$ cat src/rtl/rf_pkg.sv
// Shared register-file constants: widths, writeback source indices, zero register.
package rf_pkg;
    localparam int XLEN     = 32;
    localparam int REG_AW   = 5;
    localparam int NREGS    = 1 << REG_AW;
    localparam int NREQ_DEF = 3;

    localparam int WB_ALU = 0;
    localparam int WB_LSU = 1;
    localparam int WB_MDU = 2;

    localparam logic [REG_AW-1:0] ZERO_REG = '0;

    typedef struct packed {
        logic [REG_AW-1:0] addr;
        logic [XLEN-1:0]   data;
    } wb_req_t;
endpackage

$ cat src/rtl/regfile_wb_arbiter_if.sv
// Writeback bus: requester valid/ready lanes, issue-side alloc, regfile write port, scoreboard.
interface regfile_wb_arbiter_if #(
    parameter int NREQ = rf_pkg::NREQ_DEF,
    parameter int XLEN = rf_pkg::XLEN,
    parameter int AW   = rf_pkg::REG_AW
);
    logic [NREQ-1:0]      i_req_valid;
    logic [NREQ*AW-1:0]   i_req_addr;
    logic [NREQ*XLEN-1:0] i_req_data;
    logic [NREQ-1:0]      o_req_ready;
    logic                 i_alloc_valid;
    logic [AW-1:0]        i_alloc_addr;
    logic                 o_wen;
    logic [AW-1:0]        o_rd_addr;
    logic [XLEN-1:0]      o_rd;
    logic [(1<<AW)-1:0]   o_pending;

    modport master (
        output i_req_valid, i_req_addr, i_req_data, i_alloc_valid, i_alloc_addr,
        input  o_req_ready, o_wen, o_rd_addr, o_rd, o_pending
    );

    modport slave (
        input  i_req_valid, i_req_addr, i_req_data, i_alloc_valid, i_alloc_addr,
        output o_req_ready, o_wen, o_rd_addr, o_rd, o_pending
    );
endinterface

$ cat src/rtl/rr_arbiter.sv
// Round-robin arbiter: one-hot grant searched from ptr upward, ptr moves past the winner.
module rr_arbiter #(
    parameter int NREQ = 3,
    parameter int PW   = $clog2(NREQ)
) (
    input  logic            clk,
    input  logic            rst,
    input  logic [NREQ-1:0] req,
    output logic [NREQ-1:0] gnt
);
    logic [PW-1:0]   ptr;
    logic [PW-1:0]   nxt_ptr;
    logic [NREQ-1:0] hi_req;
    logic [NREQ-1:0] src;

    always_comb begin
        hi_req  = '0;
        gnt     = '0;
        nxt_ptr = ptr;
        for (int k = 0; k < NREQ; k++)
            hi_req[k] = req[k] && (PW'(k) >= ptr);
        // requests at or above ptr take precedence; otherwise wrap to the bottom
        src = (|hi_req) ? hi_req : req;
        for (int k = NREQ - 1; k >= 0; k--) begin
            if (src[k]) begin
                gnt     = '0;
                gnt[k]  = 1'b1;
                nxt_ptr = (k == NREQ - 1) ? '0 : PW'(k + 1);
            end
        end
    end

    always_ff @(posedge clk or posedge rst) begin
        if (rst) ptr <= '0;
        else     ptr <= nxt_ptr;
    end
endmodule

$ cat src/rtl/regfile_wb_arbiter.sv
// Regfile writeback arbiter: shares one write port among NREQ sources through a
// registered output stage and tracks outstanding writes in a pending scoreboard.
module regfile_wb_arbiter #(
    parameter int NREQ = rf_pkg::NREQ_DEF,
    parameter int XLEN = rf_pkg::XLEN,
    parameter int AW   = rf_pkg::REG_AW
) (
    input  logic                 clk,
    input  logic                 rst,
    regfile_wb_arbiter_if.slave  bus
);
    localparam int NREGS = 1 << AW;

    logic [NREQ-1:0]  gnt;
    logic             any_gnt;
    logic [AW-1:0]    gnt_addr;
    logic [XLEN-1:0]  gnt_data;
    logic             wr_fire;
    logic             wen_q;
    logic [AW-1:0]    rd_addr_q;
    logic [XLEN-1:0]  rd_q;
    logic [NREGS-1:0] pending;
    logic [NREGS-1:0] pend_nxt;
    logic [NREGS-1:0] set_vec;
    logic [NREGS-1:0] clr_vec;

    rr_arbiter #(.NREQ(NREQ)) u_arb (
        .clk (clk),
        .rst (rst),
        .req (bus.i_req_valid),
        .gnt (gnt)
    );

    assign bus.o_req_ready = gnt;
    assign any_gnt         = |gnt;

    always_comb begin
        gnt_addr = '0;
        gnt_data = '0;
        for (int k = 0; k < NREQ; k++) begin
            if (gnt[k]) begin
                gnt_addr = bus.i_req_addr[k*AW +: AW];
                gnt_data = bus.i_req_data[k*XLEN +: XLEN];
            end
        end
    end

    // writes to the zero register are consumed but never reach the regfile
    assign wr_fire = any_gnt && (gnt_addr != '0);

    always_ff @(posedge clk or posedge rst) begin
        if (rst) begin
            wen_q     <= 1'b0;
            rd_addr_q <= '0;
            rd_q      <= '0;
        end else begin
            wen_q <= wr_fire;
            if (wr_fire) begin
                rd_addr_q <= gnt_addr;
                rd_q      <= gnt_data;
            end
        end
    end

    always_comb begin
        set_vec = '0;
        clr_vec = '0;
        if (bus.i_alloc_valid) set_vec[bus.i_alloc_addr] = 1'b1;
        if (wen_q)             clr_vec[rd_addr_q]        = 1'b1;
        // set after clear: a new producer allocated on the commit edge keeps the bit
        pend_nxt    = (pending & ~clr_vec) | set_vec;
        pend_nxt[0] = 1'b0;
    end

    always_ff @(posedge clk or posedge rst) begin
        if (rst) pending <= '0;
        else     pending <= pend_nxt;
    end

    assign bus.o_wen     = wen_q;
    assign bus.o_rd_addr = rd_addr_q;
    assign bus.o_rd      = rd_q;
    assign bus.o_pending = pending;

    // issue must stall on a pending destination unless it retires on this very edge
    a_no_double_alloc : assert property (@(posedge clk) disable iff (rst)
        bus.i_alloc_valid |-> !(pending[bus.i_alloc_addr] && !clr_vec[bus.i_alloc_addr]));
endmodule
$ cat src/flat_wrapper.sv
// flat-port wrapper written by rule: the top's interface ports become plain ports
module regfile_wb_arbiter_flat 
#(
    parameter int NREQ = rf_pkg::NREQ_DEF,
    parameter int XLEN = rf_pkg::XLEN,
    parameter int AW   = rf_pkg::REG_AW
)
  (clk, rst, bus_i_req_valid, bus_i_req_addr, bus_i_req_data, bus_i_alloc_valid, bus_i_alloc_addr, bus_o_req_ready, bus_o_wen, bus_o_rd_addr, bus_o_rd, bus_o_pending);
  regfile_wb_arbiter_if #(.NREQ(NREQ), .XLEN(XLEN), .AW(AW)) bus_i ();
  input  logic clk;
  input  logic rst;
  input wire logic [$bits(bus_i.i_req_valid)-1:0] bus_i_req_valid;
  input wire logic [$bits(bus_i.i_req_addr)-1:0] bus_i_req_addr;
  input wire logic [$bits(bus_i.i_req_data)-1:0] bus_i_req_data;
  input wire logic [$bits(bus_i.i_alloc_valid)-1:0] bus_i_alloc_valid;
  input wire logic [$bits(bus_i.i_alloc_addr)-1:0] bus_i_alloc_addr;
  output wire logic [$bits(bus_i.o_req_ready)-1:0] bus_o_req_ready;
  output wire logic [$bits(bus_i.o_wen)-1:0] bus_o_wen;
  output wire logic [$bits(bus_i.o_rd_addr)-1:0] bus_o_rd_addr;
  output wire logic [$bits(bus_i.o_rd)-1:0] bus_o_rd;
  output wire logic [$bits(bus_i.o_pending)-1:0] bus_o_pending;
  assign bus_i.i_req_valid = bus_i_req_valid;
  assign bus_i.i_req_addr = bus_i_req_addr;
  assign bus_i.i_req_data = bus_i_req_data;
  assign bus_i.i_alloc_valid = bus_i_alloc_valid;
  assign bus_i.i_alloc_addr = bus_i_alloc_addr;
  assign bus_o_req_ready = bus_i.o_req_ready;
  assign bus_o_wen = bus_i.o_wen;
  assign bus_o_rd_addr = bus_i.o_rd_addr;
  assign bus_o_rd = bus_i.o_rd;
  assign bus_o_pending = bus_i.o_pending;
  regfile_wb_arbiter #(.NREQ(NREQ), .XLEN(XLEN), .AW(AW)) u_core (.clk(clk), .rst(rst), .bus(bus_i));
endmodule
$ cat config.mk
export PLATFORM = sky130hd
export DESIGN_NAME = regfile_wb_arbiter_flat
export DESIGN_NICKNAME = d
export VERILOG_FILES = /design/src/rtl/rf_pkg.sv /design/src/rtl/regfile_wb_arbiter_if.sv /design/src/rtl/rr_arbiter.sv /design/src/rtl/regfile_wb_arbiter.sv /design/src/flat_wrapper.sv
export SDC_FILE = /design/constraint.sdc
export NUM_CORES = 1
export LEC_CHECK = 0
export BUFFER_PORTS_ARGS = -buffer_cell sky130_fd_sc_hd__buf_2
export CAP_MARGIN = 25
export CORE_MARGIN = 2
export CORE_UTILIZATION = 40
export CTS_CLUSTER_SIZE = 28
export DETAILED_ROUTE_END_ITERATION = 12
export PLACE_DENSITY = 0.77
export SLEW_MARGIN = 5
export SYNTH_ARGS = -nofsm -noshare
export SYNTH_HDL_FRONTEND = slang
export SYNTH_SLANG_ARGS = --single-unit
$ cat constraint.sdc
create_clock -name clk -period 2 [get_ports clk]
set_input_delay 0 -clock clk [delete_from_list [all_inputs] [get_ports clk]]
set_output_delay 0 -clock clk [all_outputs]
set_load 0.02 [all_outputs]
==> out/summary.txt <==
========================================================================================
Total power draw                                                                 8.47 mW
Maximum operating frequency                                                      456 MHz
Kind of critical path                                                       flip-flop to flip-flop
Highest-delay cell along the critical path                                        nor4_1
YS warnings                                                                            0
CTS Buffer Depth                                                                       2
Number of enable-type register cells in the synthesized netlist                        0
Non-filler instance count after layout                                               741
Violated checks                                                             setup timing
Most instantiated flip-flop cell in the synthesis netlist                        dfrtp_1
Maximum level of the CTS H-tree                                                        3
Standard cell core area                                                      0.00830 mm2
Post-route ant nets                                                                    0
Summed instance area of the synthesized netlist                              0.00347 mm2
Number of clock buffers inserted by TritonCTS                                          9
Portion of the clock cycle consumed by the worst path in the final layout           110%
Growth of design area from synthesis to finish                                     74.0%
Worst Setup End Kind                                                           flip-flop
Transition at the pin with the smallest max-transition slack                    0.579 ns
Width of the die                                                                 97.1 um
Sort of element at the start of the critical path                              flip-flop
Total track usage                                                                  31.3%
Number of violations of the max-capacitance limit                                      0
First-pass GRT wire length                                                       23.7 mm
Switching power summed over all nets                                             3.93 mW
Post-synthesis async set-or-reset flop share                                        100%
Detailed-route wire length per cell                                              22.3 um
Clock tree root driver cell                                                     clkbuf_8
Fill cells                                                                           527
CTS clk-pin slew, worst paths                                                    0.08 ns
Worst vdd ir                                                                      625 uV
Vertical die dimension                                                           97.1 um
Result of the run                                                           finished with violations
# rows                                                                                33
Count of cells along the worst register-to-register path                               6
Switching power share of the total                                                 46.4%
Sequential power share                                                             31.9%
Worst endpoint data arrival time                                                 2.41 ns
Sinks on Clock Net                                                                    71
Static power due to leakage                                                      2.65 nW
Final HPWL from detailed placement                                               8.83 mm
Cell Pwr Density                                                             1400 mW/mm2
Average instance area after synthesis                                           10.0 um2
Post-Syn Instances                                                                   345
Total congestion overflow                                                              0
Part of the total power dissipated in combinational logic                          52.4%
Critical path's top delay family                                            compound AO/OA/AOI/OAI gates
Max transition margin                                                              61.4%
Area after DPL                                                               0.00469 mm2
Post-synthesis register bit count                                                     71
Final worst-path setup slack                                                   -0.193 ns
CP Launch Point                                                             u_core.u_arb.ptr[1]
Cell depth of the worst hold path                                                      3
Number of distinct standard cells referenced by the synthesized netlist               39
Final hold slack                                                              0.00214 ns
Internal power                                                                   4.54 mW
Initial Util                                                                       41.8%
Via count of the first global-routing pass                                          4484
RSZ-0062 raised after global routing                                                 yes
Ratio of routed vias to standard cells                                              6.36
Min Tclk post-route                                                              2.19 ns
Min-delay src                                                               bus_i_req_data[84]
Sum of negative setup slack                                                     -4.12 ns
Final setup vio count                                                                 37
Launching point of the worst reg2reg path                                   u_core.u_arb.ptr[1]
Relative contribution of the clock network to total power                          15.7%
Worst Path Required                                                              2.21 ns
Final standard cell area without fillers                                     0.00603 mm2
Number of iterations in the first detailed-routing pass                                9
Largest fanout of any net on the critical path                                        35
Critical Path Max Stage Delay                                                    0.47 ns
Starting DRC count in detailed routing                                               611
Synth Net Count                                                                      467
Critical path cell sequence                                                 nor2b_1 > o311a_1 > a221o_1 > clkbuf_8 > nor4_1 > a21oi_2
Number of max-slew violations in the final report                                      0
Critical path depth in cells                                                           6
Routed wire length                                                               16.5 mm
Post-route DRC violation count                                                         0
DR vias                                                                             4716
Number of primary I/O pins                                                           195
Die outline area                                                             0.00943 mm2
TritonCTS clock tree                                                               built
Insertion delay to the later sink of the worst-skew pair                         0.35 ns
Largest net degree at the start of global routing                                     54
Worst clock skew on the final layout                                           0.0119 ns
Placed insts                                                                         631
Final Hold Vio Count                                                                   0
Commonest cells after routing, fill and taps aside                          193 x buf_2, 86 x dlygate4sd3_1, 69 x dfrtp_1, 65 x o21ai_0, 32 x a222oi_1
Placer's final routability congestion estimate                                     0.893
Initial antenna violation count                                                        3
Net total in the final layout                                                        750
Layout cells sized above 1                                                         46.4%
Sequential cell area fraction in the yosys report                                  51.3%
Most common library cell in the layout ignoring fill and taps                      buf_2
Crit path buf inv count                                                                1
I/O Buffers                                                                          193
Type of the tightest min-delay check                                        input port to flip-flop
========================================================================================
==> cell usage after synthesis, types with 3 or more instances <==
cell / number / area share [%]
or3_1: 6 / 1.1
inv_1: 7 / 0.76
nor4_1: 32 / 5.8
or2_2: 3 / 0.54
or3b_2: 3 / 0.76
nor2_1: 5 / 0.54
nand3_1: 10 / 1.4
a222oi_1: 32 / 9.2
nor3_1: 3 / 0.43
clkbuf_1: 21 / 2.3
buf_6: 6 / 1.9
dfrtp_1: 71 / 51
o211ai_1: 3 / 0.65
a221o_1: 3 / 0.87
o21ai_0: 65 / 9.4
a21oi_1: 34 / 4.9
nand3b_1: 6 / 1.3
nand2_1: 8 / 0.87
==> tightest hold or removal path, stage by stage <==
cell      delay (ns)
buf_2           0.08
a222oi_1        0.08
a21oi_2         0.14
==> kinds of logic (layout without fill, tap and decap cells) <==
family                 after synthesis  after routing  synth area share [%]
AOI/OAI and AO/OA                  153            153                  28.9
and+or+nand+nor                     82             82                  14.0
DFF                                 71             71                  51.3
buffers and inverters               38            326                  5.67
other                                1              4                 0.108
==> per-stage QoR <==
stage / utilization (%) / setup slack, ns
after floorplan: - / -0.123
after global placement: 56.5 / -0.254
after detailed placement: 56.5 / -0.291
after CTS: 70.4 / -0.0548
after global routing: 72.7 / -0.266
final: 72.7 / -0.193
==> sequential cells by signal, indices dropped and copies added, names as in the netlist <==
name and flops:
u_core.bus.o_wen 1, u_core.bus.o_rd 32, u_core.u_arb.ptr 2, u_core.bus.o_rd_addr 5, u_core.bus.o_pending 31
==> metal layers <==
layer / up-vias / track usage [%] / wire (um)
met1: 2237 / 38.2 / 5860
li1: 1948 / - / -
met3: 96 / 7.99 / 1880
met2: 435 / 49.7 / 7630
met4: 0 / 19.3 / 1120
met5: - / 0 / 0
==> power groups by stage <==
stage          combinational (mW)  clock, mW  sequential, mW
3_5_place_dp                 3.84          0            2.62
5_1_grt                      4.68       1.41            2.77
4_1_cts                      4.05       1.33            2.59
6_report                     4.44       1.33            2.70
3_3_place_gp                 3.76          0            2.59
2_1_floorplan                1.62          0            3.39
==> worst paths after layout <==
kind | end | slack [ns]
max in group asynchronous | u_core.u_arb.ptr[0] | 1.15
setup / recovery | u_core.bus.o_rd[4] | -0.19
min in group asynchronous | u_core.bus.o_rd[15] | 0.19
hold / removal | u_core.bus.o_rd[20] | 0.002
hold reg to reg | u_core.bus.o_pending[14] | 0.51
setup reg to reg | u_core.bus.o_rd[4] | -0.19
==> layout make-up <==
class,count,area (um2),area share [%]
Antenna cell,3,7.51,0.124
Timing Repair Buffer,302,2080,34.5
Clock buffer,11,151,2.51
Clock inverter,5,80.1,1.33
Sequential cell,71,1780,29.5
Inverter,8,30.0,0.498
Tap cell,105,131,2.18
Multi-Input combinational cell,236,1770,29.4
==> timing repair <==
item / 4_1_cts / 5_1_grt
buffers inserted: 5 / 0
gates resized for setup: 9 / 33
pin swaps: 4 / 2
hold buffers: 86 / 0
hold endpoints to repair: 52 / 0
setup endpoints to repair: 38 / 38
Note: power is estimated with default switching activity, not from simulation.
